--- config.mk ---
export PLATFORM = sky130hd
export DESIGN_NAME = ws2812_tx_reader
export DESIGN_NICKNAME = d
export VERILOG_FILES = /design/src/rtl/ws2812_tx_reader.sv
export SDC_FILE = /design/constraint.sdc
export NUM_CORES = 1
export LEC_CHECK = 0
export CAP_MARGIN = 20
export CELL_PAD_IN_SITES_DETAIL_PLACEMENT = 2
export CELL_PAD_IN_SITES_GLOBAL_PLACEMENT = 2
export CORE_ASPECT_RATIO = 1.4
export CORE_MARGIN = 2
export CORE_UTILIZATION = 30
export CTS_CLUSTER_DIAMETER = 50
export DETAILED_ROUTE_END_ITERATION = 10
export PLACE_DENSITY_LB_ADDON = 0.1
export SLEW_MARGIN = 20
export SYNTH_ARGS = -nofsm -noshare
export SYNTH_HDL_FRONTEND = slang
export SYNTH_SLANG_ARGS = --single-unit
--- constraint.sdc ---
create_clock -name clk -period 2.1 [get_ports clk]
set_input_delay 0.315 -clock clk [delete_from_list [all_inputs] [get_ports clk]]
set_output_delay 0.315 -clock clk [all_outputs]
set_load 0.01 [all_outputs]
--- src/rtl/ws2812_tx_reader.sv ---
// WS2812 frame reader: fetches GRB pixels from a registered-read RAM and serialises them as NRZ pulses.
// Optional WS2812_AUTO_REFRESH_EN: start acts as a level "run" input that chains frames back to back.
module ws2812_tx_reader #(
    parameter int LED_NUM    = 16,
    parameter int DATA_WIDTH = 24,
    parameter int ADDR_WIDTH = $clog2(LED_NUM) + 1,
    parameter int T0H_CYC    = 20,
    parameter int T1H_CYC    = 40,
    parameter int BIT_CYC    = 63,
    parameter int RST_CYC    = 15000
) (
    input  logic                  clk,
    input  logic                  rst,
    input  logic                  start,
    output logic [ADDR_WIDTH-1:0] rd_addr,
    input  logic [DATA_WIDTH-1:0] rd_data,
    output logic                  dout,
    output logic                  busy,
    output logic                  done
);

    localparam int CW = $clog2(BIT_CYC + 1);
    localparam int LW = $clog2(RST_CYC + 1);
    localparam int BW = $clog2(DATA_WIDTH + 1);
    localparam int AW = ADDR_WIDTH;

    localparam logic [AW-1:0] LAST_IDX       = AW'(LED_NUM - 1);
    localparam logic [AW-1:0] FIRST_PREFETCH = (LED_NUM > 1) ? AW'(1) : AW'(0);

    typedef enum logic [1:0] {
        IDLE  = 2'd0,
        PRIME = 2'd1,
        SEND  = 2'd2,
        LATCH = 2'd3
    } state_t;

    state_t                state_r;
    logic                  prime_cnt_r;
    logic [CW-1:0]         c_r;
    logic [BW-1:0]         bit_cnt_r;
    logic [AW-1:0]         idx_r;
    logic [LW-1:0]         lat_cnt_r;
    logic [DATA_WIDTH-1:0] sr_r;
    logic [AW-1:0]         rd_addr_r;
    logic                  dout_r;
    logic                  busy_r;
    logic                  done_r;

    logic [AW:0]           addr_sum_s;
    logic [AW-1:0]         next_addr_s;
    logic                  c_last_s;
    logic                  bit_last_s;
    logic                  pix_last_s;

    // Line level for a given bit value at cycle offset c within its bit period.
    function automatic logic high_at(input logic b, input logic [CW-1:0] c);
        high_at = b ? (c < CW'(T1H_CYC)) : (c < CW'(T0H_CYC));
    endfunction

    // Prefetch address for the pixel after next, clamped to the last LED.
    always_comb begin
        addr_sum_s  = (AW+1)'(idx_r) + (AW+1)'(2);
        next_addr_s = LAST_IDX;
        if (addr_sum_s > (AW+1)'(LED_NUM - 1)) begin
            next_addr_s = LAST_IDX;
        end else begin
            next_addr_s = addr_sum_s[AW-1:0];
        end
        c_last_s   = (c_r == CW'(BIT_CYC - 1));
        bit_last_s = (bit_cnt_r == BW'(0));
        pix_last_s = (idx_r == LAST_IDX);
    end

    // Frame sequencer; dout is computed from the next-cycle counters so it stays aligned with c_r.
    always_ff @(posedge clk or posedge rst) begin
        if (rst) begin
            state_r     <= IDLE;
            prime_cnt_r <= 1'b0;
            c_r         <= '0;
            bit_cnt_r   <= '0;
            idx_r       <= '0;
            lat_cnt_r   <= '0;
            sr_r        <= '0;
            rd_addr_r   <= '0;
            dout_r      <= 1'b0;
            busy_r      <= 1'b0;
            done_r      <= 1'b0;
        end else begin
            done_r <= 1'b0;
            case (state_r)
                IDLE: begin
                    dout_r    <= 1'b0;
                    rd_addr_r <= '0;
                    if (start) begin
                        state_r     <= PRIME;
                        prime_cnt_r <= 1'b0;
                        busy_r      <= 1'b1;
                    end else begin
                        busy_r <= 1'b0;
                    end
                end
                PRIME: begin
                    dout_r <= 1'b0;
                    if (!prime_cnt_r) begin
                        prime_cnt_r <= 1'b1;
                    end else begin
                        sr_r      <= rd_data;
                        idx_r     <= '0;
                        bit_cnt_r <= BW'(DATA_WIDTH - 1);
                        c_r       <= '0;
                        rd_addr_r <= FIRST_PREFETCH;
                        dout_r    <= high_at(rd_data[DATA_WIDTH-1], CW'(0));
                        state_r   <= SEND;
                    end
                end
                SEND: begin
                    if (!c_last_s) begin
                        c_r    <= c_r + CW'(1);
                        dout_r <= high_at(sr_r[DATA_WIDTH-1], c_r + CW'(1));
                    end else if (!bit_last_s) begin
                        c_r       <= '0;
                        sr_r      <= {sr_r[DATA_WIDTH-2:0], 1'b0};
                        bit_cnt_r <= bit_cnt_r - BW'(1);
                        dout_r    <= high_at(sr_r[DATA_WIDTH-2], CW'(0));
                    end else if (!pix_last_s) begin
                        c_r       <= '0;
                        sr_r      <= rd_data;
                        idx_r     <= idx_r + AW'(1);
                        bit_cnt_r <= BW'(DATA_WIDTH - 1);
                        rd_addr_r <= next_addr_s;
                        dout_r    <= high_at(rd_data[DATA_WIDTH-1], CW'(0));
                    end else begin
                        c_r       <= '0;
                        lat_cnt_r <= '0;
                        rd_addr_r <= '0;
                        dout_r    <= 1'b0;
                        state_r   <= LATCH;
                    end
                end
                LATCH: begin
                    dout_r <= 1'b0;
                    if (lat_cnt_r == LW'(RST_CYC - 1)) begin
                        lat_cnt_r <= '0;
                        done_r    <= 1'b1;
`ifdef WS2812_AUTO_REFRESH_EN
                        if (start) begin
                            state_r     <= PRIME;
                            prime_cnt_r <= 1'b0;
                            busy_r      <= 1'b1;
                        end else begin
                            state_r <= IDLE;
                            busy_r  <= 1'b0;
                        end
`else
                        state_r <= IDLE;
                        busy_r  <= 1'b0;
`endif
                    end else begin
                        lat_cnt_r <= lat_cnt_r + LW'(1);
                    end
                end
                default: begin
                    state_r   <= IDLE;
                    dout_r    <= 1'b0;
                    busy_r    <= 1'b0;
                    rd_addr_r <= '0;
                end
            endcase
        end
    end

    assign rd_addr = rd_addr_r;
    assign dout    = dout_r;
    assign busy    = busy_r;
    assign done    = done_r;

endmodule

After elaboration in Yosys (flattened, before gate mapping). Cells that the tools add are included.

Reduce and logical (&&, ||, !) cells: 16. $add $sub $neg: 5. Magnitude comparators: 3. Bitwise operators: 0. Muxes and demuxes: 49. Divide/modulo/power cells: 0. Equality and inequality tests: 14. $mul: 0. Shift operators: 0.

Operator list (count): $mux W24 (4); $mux W5 (13); $mux W14 (4); $pmux W24 S2 (1); $pmux W14 S2 (1); $pmux W5 S2 (2); $pmux W5 S3 (1); $add A14 B1 Y14 const B (1); $eq A14 B14 Y1 const B (1); $ne A2 B2 Y1 const B (7); $mux W2 (6); $mux W6 (2); $pmux W6 S2 (1); $reduce_and A4 Y1 (3); $mux W1 (10); $pmux W2 S4 (1); $reduce_bool A2 Y1 (4); $add A5 B2 Y6 const B (1); $add A6 B1 Y6 const B (1); $eq A6 B6 Y1 const B (1); $gt A6 B4 Y1 const B (1); $lt A6 B5 Y1 const B (1); $lt A6 B6 Y1 const B (1); $reduce_and A2 Y1 (3); 14 further kinds (16).

Bits in writable memories: 0. Bits in read-only memories: 0. Output and inout port bits: 8. Memories: 0. Bits in registers: 65. Word-level logic and storage cells: 98. Latch bits: 0.

Depth between registers and ports, before layout.
Depth in word-level cells: 7. Mapped depth: 9. Depth with buffers taken out: 7.

Least setup slack after synthesis. No wires, ideal clock.

Path type: flip-flop to flip-flop. Start point: register idx_r[1]. End point: register lat_cnt_r[10]. Arrival: 2031 ps. Setup slack: -57 ps. Clock period less this slack: 2157 ps. Stages on the path, launching flop included: 9. Path through: dfrtp_1 ha_1 and3_1 ha_1 and3_1 a22oi_1 nor2b_1 buf_2 a221o_1.

Cells in the longest elaborated chain, start to end: 3.

Ends and longest elaborated chain: start, declared (RTL line 41) `logic [AW-1:0] idx_r;`; start signal, assigned (RTL line 128) `idx_r <= idx_r + AW'(1);`; $eq A5 B4 Y1 (RTL line 71) `pix_last_s = (idx_r == LAST_IDX);`; $ne A2 B2 Y1 (no line); $reduce_and A4 Y1 (no line); end signal, assigned (RTL line 159) `lat_cnt_r <= lat_cnt_r + LW'(1);`; end, declared (RTL line 42) `logic [LW-1:0] lat_cnt_r;`.

No other way between the ends. A chain may end at the register's enable or synchronous reset.

Final worst setup path.
Start point: register c_r[0]. End point: register bit_cnt_r[3].

Cells in the longest elaborated chain, start to end: 3.

Ends and longest elaborated chain: start, declared (RTL line 39) `logic [CW-1:0] c_r;`; start signal, assigned (RTL line 118) `c_r <= c_r + CW'(1);`; $eq A6 B6 Y1 (RTL line 69) `c_last_s = (c_r == CW'(BIT_CYC - 1));`; $ne A2 B2 Y1 (no line); $reduce_and A4 Y1 (no line); end signal, assigned (RTL line 109) `bit_cnt_r <= BW'(DATA_WIDTH - 1);`; end signal, assigned (RTL line 123) `bit_cnt_r <= bit_cnt_r - BW'(1);`; end signal, assigned (RTL line 129) `bit_cnt_r <= BW'(DATA_WIDTH - 1);`; end, declared (RTL line 40) `logic [BW-1:0] bit_cnt_r;`.

No other way between the ends.

==> metrics.yaml <==
status: "finished, final reports clean"
p_clk_share_pct: 53.2
yosysUniqueCellTypes: 51
synthTopCellsByArea: "dfrtp_1 (46%), nand2_1 (7.2%), nor2_1 (4.5%), a31oi_1 (4.5%), ha_1 (4.3%)"
wl_per_cell_um: 18.7
htree_levels: 3
cts_tree: "done"
clock-sinks: 65
p_seq_share_pct: 42.8
syn_avg_cell_area_um2: 8.86
cts.path.max_buffers: 2
core_mm2: 0.0114
ir_drop_uv: 334
start_util_pct: 30.8
maxCapViolations: 0
reg2reg_from: "c_r[0]"
fin_nets: 524
pin_count: 35
vias: 3365
rsz0062_at_grt: "true"
placed_cells: 607
highest_layer: "met4"
antenna_cells: 0
syn-instance-count: 396
setup_viol: 0
dp.final_hpwl_mm: 7.90
clock_skew_ns: 0.00564
wl_met1_mm: 4.69
pwr-share-comb_pct: 4.0
powerDensity_mw_per_mm2: 606
critPathCaptureType: "register"
area.growth.synth_to_final_pct: 41.5
met2WireLength_mm: 6.74
min_period_over_period_pct: 99.6
drive_gt1_share_pct: 22.7
cts-root-buf: "clkbuf_16"
fin_area_mm2: 0.00497
critPathRequiredTime_ns: 2.35
fin_tns_setup_ns: 0
p_leak_nw: 2.21
cts_buffers: 9
hold_violations: 0
yosysTopAreaCell: "dfrtp_1"
yosysWarnings: 0
grt_max_degree: 51
rows: 46
grt_pass1_wl_mm: 18.1
timing.hold.ws_ns: 0.319
io_buffers: 34
intPower_mw: 2.38
cp_max_fo: 4
placed_cell_area_mm2: 0.00440
ant_nets: 0
synth-edff-count: 0
drt_iter0_markers: 91
slew-limit-headroom_pct: 66.8
period_needed_ns: 2.09
nFillCells: 1243
seq_area_frac_synth_pct: 46.3
clk_latency_ns: 0.33
syn-num-nets: 435
p_sw_mw: 0.635
async_reset_ff_share_pct: 100
sw_frac_of_total_pct: 21.1
synth.most_common_cell: "nand2_1"
cts_hold_buf: 0
cp-start-kind: "register"
die_x_um: 95.4
clk_pin_slew_worst_paths_ns: 0.06
ys.flop_type: "dfrtp_1"
crit_path_start: "c_r[0]"
grt_pass1_vias: 3623
worstHoldPathType: "in2async"
dieArea_mm2: 0.0126
slew_violations: 0
fmax_ghz: 0.478
dr.pass1.iters: 4
layoutNonFillerInstCount: 634
antenna_found_initial: 0
vias_per_cell: 5.31
wl_met3_um: 260
drc: 0
grt_overflow: 0
gp_congestion: 0.757
wl_mm: 11.9
yosysTopAreaCellShare_pct: 46.3
syn-cell-area_mm2: 0.00351
crit_arrival_ns: 2.34
path_class: "reg2reg"
power_mw: 3.01
synth-seq-cells: 65
worstMarginPinSlew_ns: 0.495
gr-usage-all-layers_pct: 18.3
yosys-top-cells-count: "nand2_1 (67), dfrtp_1 (65), nor2_1 (42), a31oi_1 (25), o21ai_0 (19)"
chipHeight_um: 132
## critical path, stage by stage (launching register included)
cell	delay (ns)
dfrtp_1	0.38
inv_1	0.08
ha_2	0.19
nand4_1	0.24
o21ai_2	0.22
buf_4	0.15
nand2_1	0.07
or4_1	0.50
a21boi_1	0.18
## power groups by stage
stage / Combinational, mW / Sequential (mW) / Clock [mW]
floorplan: 0.0493 / 1.31 / 0
global placement: 0.121 / 1.31 / 0
detailed placement: 0.124 / 1.31 / 0
CTS: 0.124 / 1.29 / 1.65
global route: 0.136 / 1.29 / 1.71
finish: 0.120 / 1.29 / 1.60
## final timing paths
path                                       to  depth (start not counted)  slack, ns
worst max-delay path             bit_cnt_r[3]                          8      0.009
worst min-delay path                 sr_r[17]                          2       0.32
worst max register to register   bit_cnt_r[3]                          8      0.009
worst min register to register     rd_addr[2]                          2       0.49
max in group asynchronous       lat_cnt_r[13]                          3       1.26
min in group clk                   rd_addr[2]                          2       0.49
## sequential cells by signal, indices dropped and copies added, names as in the netlist
name         cells
lat_cnt_r       14
dout             1
idx_r            5
done             1
prime_cnt_r      1
sr_r            24
state_r          2
busy             1
bit_cnt_r        5
c_r              6
rd_addr          5
## timing repair
item | in CTS | in global routing
endpoints found under the setup margin | 6 | 46
pin swaps | 0 | 8
buffers inserted | 0 | 8
resized for setup | 2 | 28
cloned | 0 | 3
## area by class of cell
class	count	area, um^2	share of cell area, %
multi-input combinational	295	1850	37.2
sequential	65	1630	32.8
timing repair buffer	99	946	19.0
clock buffer	10	229	4.61
tap	144	180	3.63
clock inverter	6	82.6	1.66
inverter	15	56.3	1.13
## cells in the final DEF, fill, tap and decap left out, drive strengths merged, types with 4 or more instances in the layout
cell and count:
o21ai 21, clkbuf 13, nand2b 7, clkdlybuf4s50 34, a22oi 4, nand4 4, nor2 43, buf 62
ha 12, nor3 5, nor2b 8, dfrtp 65, nand2 67, a221o 5, o31ai 9, and3 13
a21oi 10, a31oi 25, nand3 17, or3 4, inv 15
## logic make-up (layout without fill, tap and decap cells)
logic type,count (synthesis),in the layout,share of synthesized area [%]
compound gates,96,96,18.0
flops,65,65,46.3
fa+ha+maj,12,12,4.28
simple gates,182,182,25.6
buf+inv,36,130,4.28
xor+xnor,1,1,0.250
mux,4,4,1.18
## stage by stage
step	utilization, %	setup slack (ns)
floorplan	-	0.0419
global placement	38.6	0.0982
detailed placement	38.6	-0.00637
CTS	41.4	0.000304
global route	43.6	-0.130
finish	43.6	0.00883
## layer usage
metal	global-route usage [%]	vias up
li1	-	1588
met1	21.0	1721
met2	34.0	42
met3	2.92	14
met4	5.48	0
met5	0	-
(Power assumes the default switching activity.)
==> variant 1: new RTL, same settings <==
Reset style: synchronous (`rst`), changed in one clocked block.
--- a/src/rtl/ws2812_tx_reader.sv
+++ b/src/rtl/ws2812_tx_reader.sv
@@ -72,7 +72,7 @@
     end
 
     // Frame sequencer; dout is computed from the next-cycle counters so it stays aligned with c_r.
-    always_ff @(posedge clk or posedge rst) begin
+    always_ff @(posedge clk) begin
         if (rst) begin
             state_r     <= IDLE;
             prime_cnt_r <= 1'b0;
Formal check against the unedited RTL: differs if rst is asserted again (counterexample within 4 cycles, from zero or initial values and one cycle with rst high); with rst held inactive, the same outputs for 10 cycles.
==> variant 1 against the unedited design <==
- the flow now finishes with violations (setup timing)
- sequential cell count stayed put
- worst setup slack worse by 0.11 ns
- die area is 1.4% lower
- synthesized area decreased by 1.5%
- final area is 0.83% higher
- wire length rose by 13%
- maximum frequency decreased by 5.2%
- critical endpoint is now idx_r[3]
- highest routed layer unchanged
Power is not compared: it rests on default switching activity, and its combinational part moved more than twofold at a synthesized area within 25%.
==> variant 1: results (changes against the unedited design) <==
* Crit. Startpoint: bit_cnt_r[0]
* Ys async rst share at 0% (-100 points)
* Setup violators final at 9 (+9)
* Global route total overflow at 0 (unchanged)
* Library cells used by synthesis at 54 (+5.9%)
* GR Layer Usage met1 at 20.62% (-0.40 points)
* Share of cells above drive strength 1 at 24.81% (+2.2 points)
* Placer congestion estimate at 0.8028 (+6.1%)
* Failing checks: setup timing
* Setup TNS at -0.4452 ns (-0.4452 ns)
* Hpwl dp at 8021 um (+1.6%)
* Layout Skew at 0.007160 ns (+0.001522 ns)
* Grt met3 use at 4.128% (+1.2 points)
* Area contributors post-synth: dfxtp_1 (38%), a311oi_1 (7.1%), nand2_1 (5.5%), nand3_1 (5.5%), nor2_1 (5.2%)
* Sequential-to-total area share from yosys stat at 37.63% (-8.7 points)
* Non-filler cells, final at 660 (+4.1%)
* Synth top cells by count: dfxtp_1 (65), nand2_1 (51), nor2_1 (48)
* Vias per cell at 5.633 (+6.1%)
* Final worst slack at -0.1062 ns (-0.1150 ns)
* RR Endpoint: idx_r[3]
* Crit path arrival time at 2.41 ns (+0.07 ns)
* Gate Count Post-Synth at 429 (+8.3%)
* GRT Overall Usage at 20.08% (+1.8 points)
* Hold Path Class: in -> reg
* Outcome: finished with violations
* Pin count of the biggest net entering global routing at 48 (-5.9%)
* First-pass GRT wire length at 19250 um (+6.4%)
* CP max stage cell: or4b_4
* Post-synth net total at 468 (+7.6%)
* Reg2Reg Depth at 9 (+1)
* Placed cells at 623 (+2.6%)
* First-iteration detailed-routing DRC count at 115 (+26%)
* Relative slew slack at 69.60% (+2.8 points)
* Nets at 551 (+5.2%)
* Final WL at 13420 um (+13%)
[variant 1: cell count changes in the layout (fill, tap and decap cells not counted), sizes merged, moves of 7 or more]
cell	change
nor3	+7
dfxtp	+65
nor2b	-7
a311oi	+27
and3	-8
o31ai	-9
nand2	-15
nand3	+22
a21oi	+12
dfrtp	-65
a31oi	-22
[variant 1: timing repair]
item                       in CTS  in global routing
buffers inserted                4                 12
gates cloned                    1                  5
resized for setup              14                 33
setup endpoints to repair      40                 54
pin swaps                       2                 31
hold endpoints to repair        0                  0
hold buffers                    0                  0
[variant 1: layer usage]
layer,share of wire [%],wire (um),vias up
li1,-,-,1751
met1,39,5196,1894
met2,57,7668,51
met3,2.1,283,22
met4,2.0,272,0
met5,0,0,-
[variant 1: how the worst min path moves through the flow]
stage	from	end	cells after the start
2_1_floorplan	bit_cnt_r[4]	bit_cnt_r[4]	2
3_3_place_gp	rd_addr[2]	rd_addr[2]	2
3_5_place_dp	rd_addr[2]	rd_addr[2]	2
4_1_cts	rst	lat_cnt_r[0]	2
5_1_grt	rst	lat_cnt_r[0]	2
6_report	rst	lat_cnt_r[0]	2
[variant 1: report_power, final]
| group | leakage (nW) | switching (mW) | total (mW) | internal, mW |
|---|---|---|---|---|
| Combinational | 1.15 | 1.61 | 2.88 | 1.27 |
| Sequential | 0.528 | 0.167 | 1.67 | 1.50 |
| Clock | 0.148 | 0.563 | 1.54 | 0.973 |
[variant 1: cell families (layout without fill, tap and decap cells)]
kind of cell | Yosys count | after routing | synth area share (%)
simple gates | 197 | 197 | 28.26
compound gates | 107 | 107 | 23.19
flops | 65 | 65 | 37.63
buf+inv | 42 | 129 | 4.956
fa+ha+maj | 12 | 12 | 4.341
xor+xnor | 3 | 3 | 0.7599
mux | 3 | 3 | 0.8683
[variant 1: final cells by class]
class / instances / area, um^2
well taps: 144 / 180.2
clock inverters: 3 / 40.04
flip-flops and latches: 65 / 1306
clock buffers: 12 / 256.5
multi-input cells: 322 / 2166
repair buffers: 100 / 1006
inverters: 14 / 52.55
fillers: 1250 / 6274
[variant 1: metrics by stage]
stage                     hold WS (ns)  setup slack, ns  total power, mW
after floorplan                 0.4561         0.007167            3.028
after global placement          0.4458         -0.02768            3.773
after detailed placement        0.4583          -0.1261            3.843
after CTS                       0.3628         -0.08039            5.622
after global routing            0.3815          -0.2075            6.405
final                           0.3679          -0.1062            6.082
==> variant 2: new RTL, config.mk and constraints unchanged <==
Without the edit above. Build with the macro `WS2812_AUTO_REFRESH_EN` defined.
--- a/src/rtl/ws2812_tx_reader.sv
+++ b/src/rtl/ws2812_tx_reader.sv
@@ -1,5 +1,7 @@
 // WS2812 frame reader: fetches GRB pixels from a registered-read RAM and serialises them as NRZ pulses.
 // Optional WS2812_AUTO_REFRESH_EN: start acts as a level "run" input that chains frames back to back.
+`define WS2812_AUTO_REFRESH_EN
+
 module ws2812_tx_reader #(
     parameter int LED_NUM    = 16,
     parameter int DATA_WIDTH = 24,
Formal check against the unedited RTL: no difference found for any inputs over 10 cycles, from zero or initial values and one cycle with rst high; that may be too few to reach the edited logic, so the function may still have changed.
==> variant 2 against the unedited design <==
- worst setup slack worse by 0.12 ns
- final area up 4.1%
- sequential cell count unchanged
- wire length down 2.2%
- synthesized area up 0.71%
- non-clock buffer count down 8
- the flow now finishes with violations (setup timing)
- largest cell class unchanged
Power is not compared: it rests on default switching activity, and its combinational part moved more than twofold at a synthesized area within 25%.
==> variant 2: results (changes against the unedited design) <==
* Outcome: finished with violations
* Failing checks: setup timing
* Top Metal Used: met4
* GRT Overall Usage at 19.00% (+0.69 points)
* Routed WL per cell at 18.23 um (-2.5%)
* CP peak stage delay at 0.49 ns
* CP max stage cell: or4b_4
* Placer congestion estimate at 0.7626 (+0.77%)
* Gate Count Post-Synth at 405 (+2.3%)
* Psw at 2.843 mW
* Grt met3 use at 2.790% (-0.13 points)
* Placed cells at 607 (unchanged)
* Biggest regs: sr_r x24, lat_cnt_r x14, c_r x6
* Post-CTS Setup Bufs at 4 (+4)
* Post-synth net total at 444 (+2.1%)
* Yosys warning total at 0 (unchanged)
* PortBufs at 34 (unchanged)
* Worst Path Max Fanout at 4 (unchanged)
* Setup violators final at 16 (+16)
* First-pass GRT wire length at 18970 um (+4.8%)
* H-Tree Depth at 3 (unchanged)
* Met3 Wirelength at 206 um (-21%)
* Area contributors post-synth: dfrtp_1 (46%), nand2_1 (7.6%), a31oi_1 (5.3%), nor2_1 (4.6%), ha_1 (4.2%)
* Routed length on met2 at 6422 um (-4.7%)
* Pin count of the biggest net entering global routing at 66 (+29%)
* Non-filler cells, final at 636 (+0.32%)
* Wl on met1 at 4822 um (+2.7%)
* Relative slew slack at 66.26% (-0.58 points)
* Vias at 3327 (-1.1%)
* Share of cells above drive strength 1 at 30.28% (+7.6 points)
* Vias in the first global route at 3693 (+1.9%)
* Ys flop type: dfrtp_1
* Initial antenna violation count at 0 (unchanged)
* Sequential-to-total area share from yosys stat at 46.02% (-0.33 points)
* GR Layer Usage met1 at 22.57% (+1.5 points)
* Hold Path Class: in -> async
* Diode count at 0 (unchanged)
* Ys async rst share at 100.0% (unchanged)
* Worst-Skew Late Latency at 0.34 ns
* Num CTS Buffers at 9 (unchanged)
* Clock root buffer: clkbuf_16
* IR drop worst, VDD at 0.6253 mV
* Synth top cells by count: nand2_1 (72), dfrtp_1 (65), nor2_1 (43)
* Max clock buf depth at 2 (unchanged)
* Clock Pin Slew Worst Setup and Hold Paths at 0.06 ns (about the same)
* Crit path arrival time at 2.47 ns (+0.13 ns)
* Nets at 526 (+0.38%)
* Layout Skew at 0.006874 ns (+0.001236 ns)
* Final worst slack at -0.1116 ns (-0.1205 ns)
* FILL cells at 1242 (-0.080%)
* Library cells used by synthesis at 52 (+2.0%)
* First-iteration detailed-routing DRC count at 106 (+16%)
* Setup TNS at -0.6616 ns (-0.6616 ns)
* Leakage power at 2.138 nW
* DRT Pass-1 Iters at 4 (unchanged)
* M2 GR Usage at 34.03% (+0.073 points)
* Hpwl dp at 7319 um (-7.3%)
* Gates resized, CTS repair at 18 (+16)
* CP delay by family, top: simple AND/OR/NAND/NOR gates
[variant 2: kinds of logic (layout without fill, tap and decap cells)]
family	Yosys count	after routing	synth area share [%]
flops	65	65	46.02
compound gates	99	99	18.55
simple gates	179	180	23.65
xor+xnor	4	4	0.9910
fa+ha+maj	12	12	4.248
buf+inv	40	126	4.743
mux	6	6	1.805
[variant 2: layout make-up]
class,count,share of cell area [%]
multi-input combinational,301,40.58
clock inverter,3,0.7748
timing repair buffer,91,17.38
tap,144,3.487
inverter,19,1.380
clock buffer,13,4.843
sequential,65,31.55
[variant 2: through the flow]
stage,utilization [%],worst slack (ns),instance area [um^2]
4_1_cts,42.44,-0.1140,4836
6_report,45.34,-0.1116,5167
5_1_grt,45.34,-0.1961,5167
3_3_place_gp,38.33,-0.0005891,4368
3_5_place_dp,38.33,-0.1146,4368
2_1_floorplan,-,-0.1213,3563
[variant 2: power by group through the flow]
| stage | clock [mW] | sequential, mW | combinational [mW] |
|---|---|---|---|
| final | 1.51 | 1.92 | 3.66 |
| after global routing | 1.60 | 1.97 | 4.07 |
| after CTS | 1.54 | 1.87 | 3.32 |
| after detailed placement | 0 | 1.89 | 2.83 |
| after global placement | 0 | 1.86 | 2.75 |
| after floorplan | 0 | 1.85 | 1.79 |
[variant 2: path summary, 6_finish.rpt]
kind	end	from	cells past startpoint	slack (ns)
worst min-delay path	rd_addr[3]	rst	3	0.38
worst max-delay path	idx_r[4]	bit_cnt_r[0]	9	-0.11
worst max register to register	idx_r[4]	bit_cnt_r[0]	9	-0.11
worst min register to register	rd_addr[3]	rd_addr[3]	1	0.49
max in group asynchronous	lat_cnt_r[0]	rst	3	1.41
min in group clk	rd_addr[3]	rd_addr[3]	1	0.49
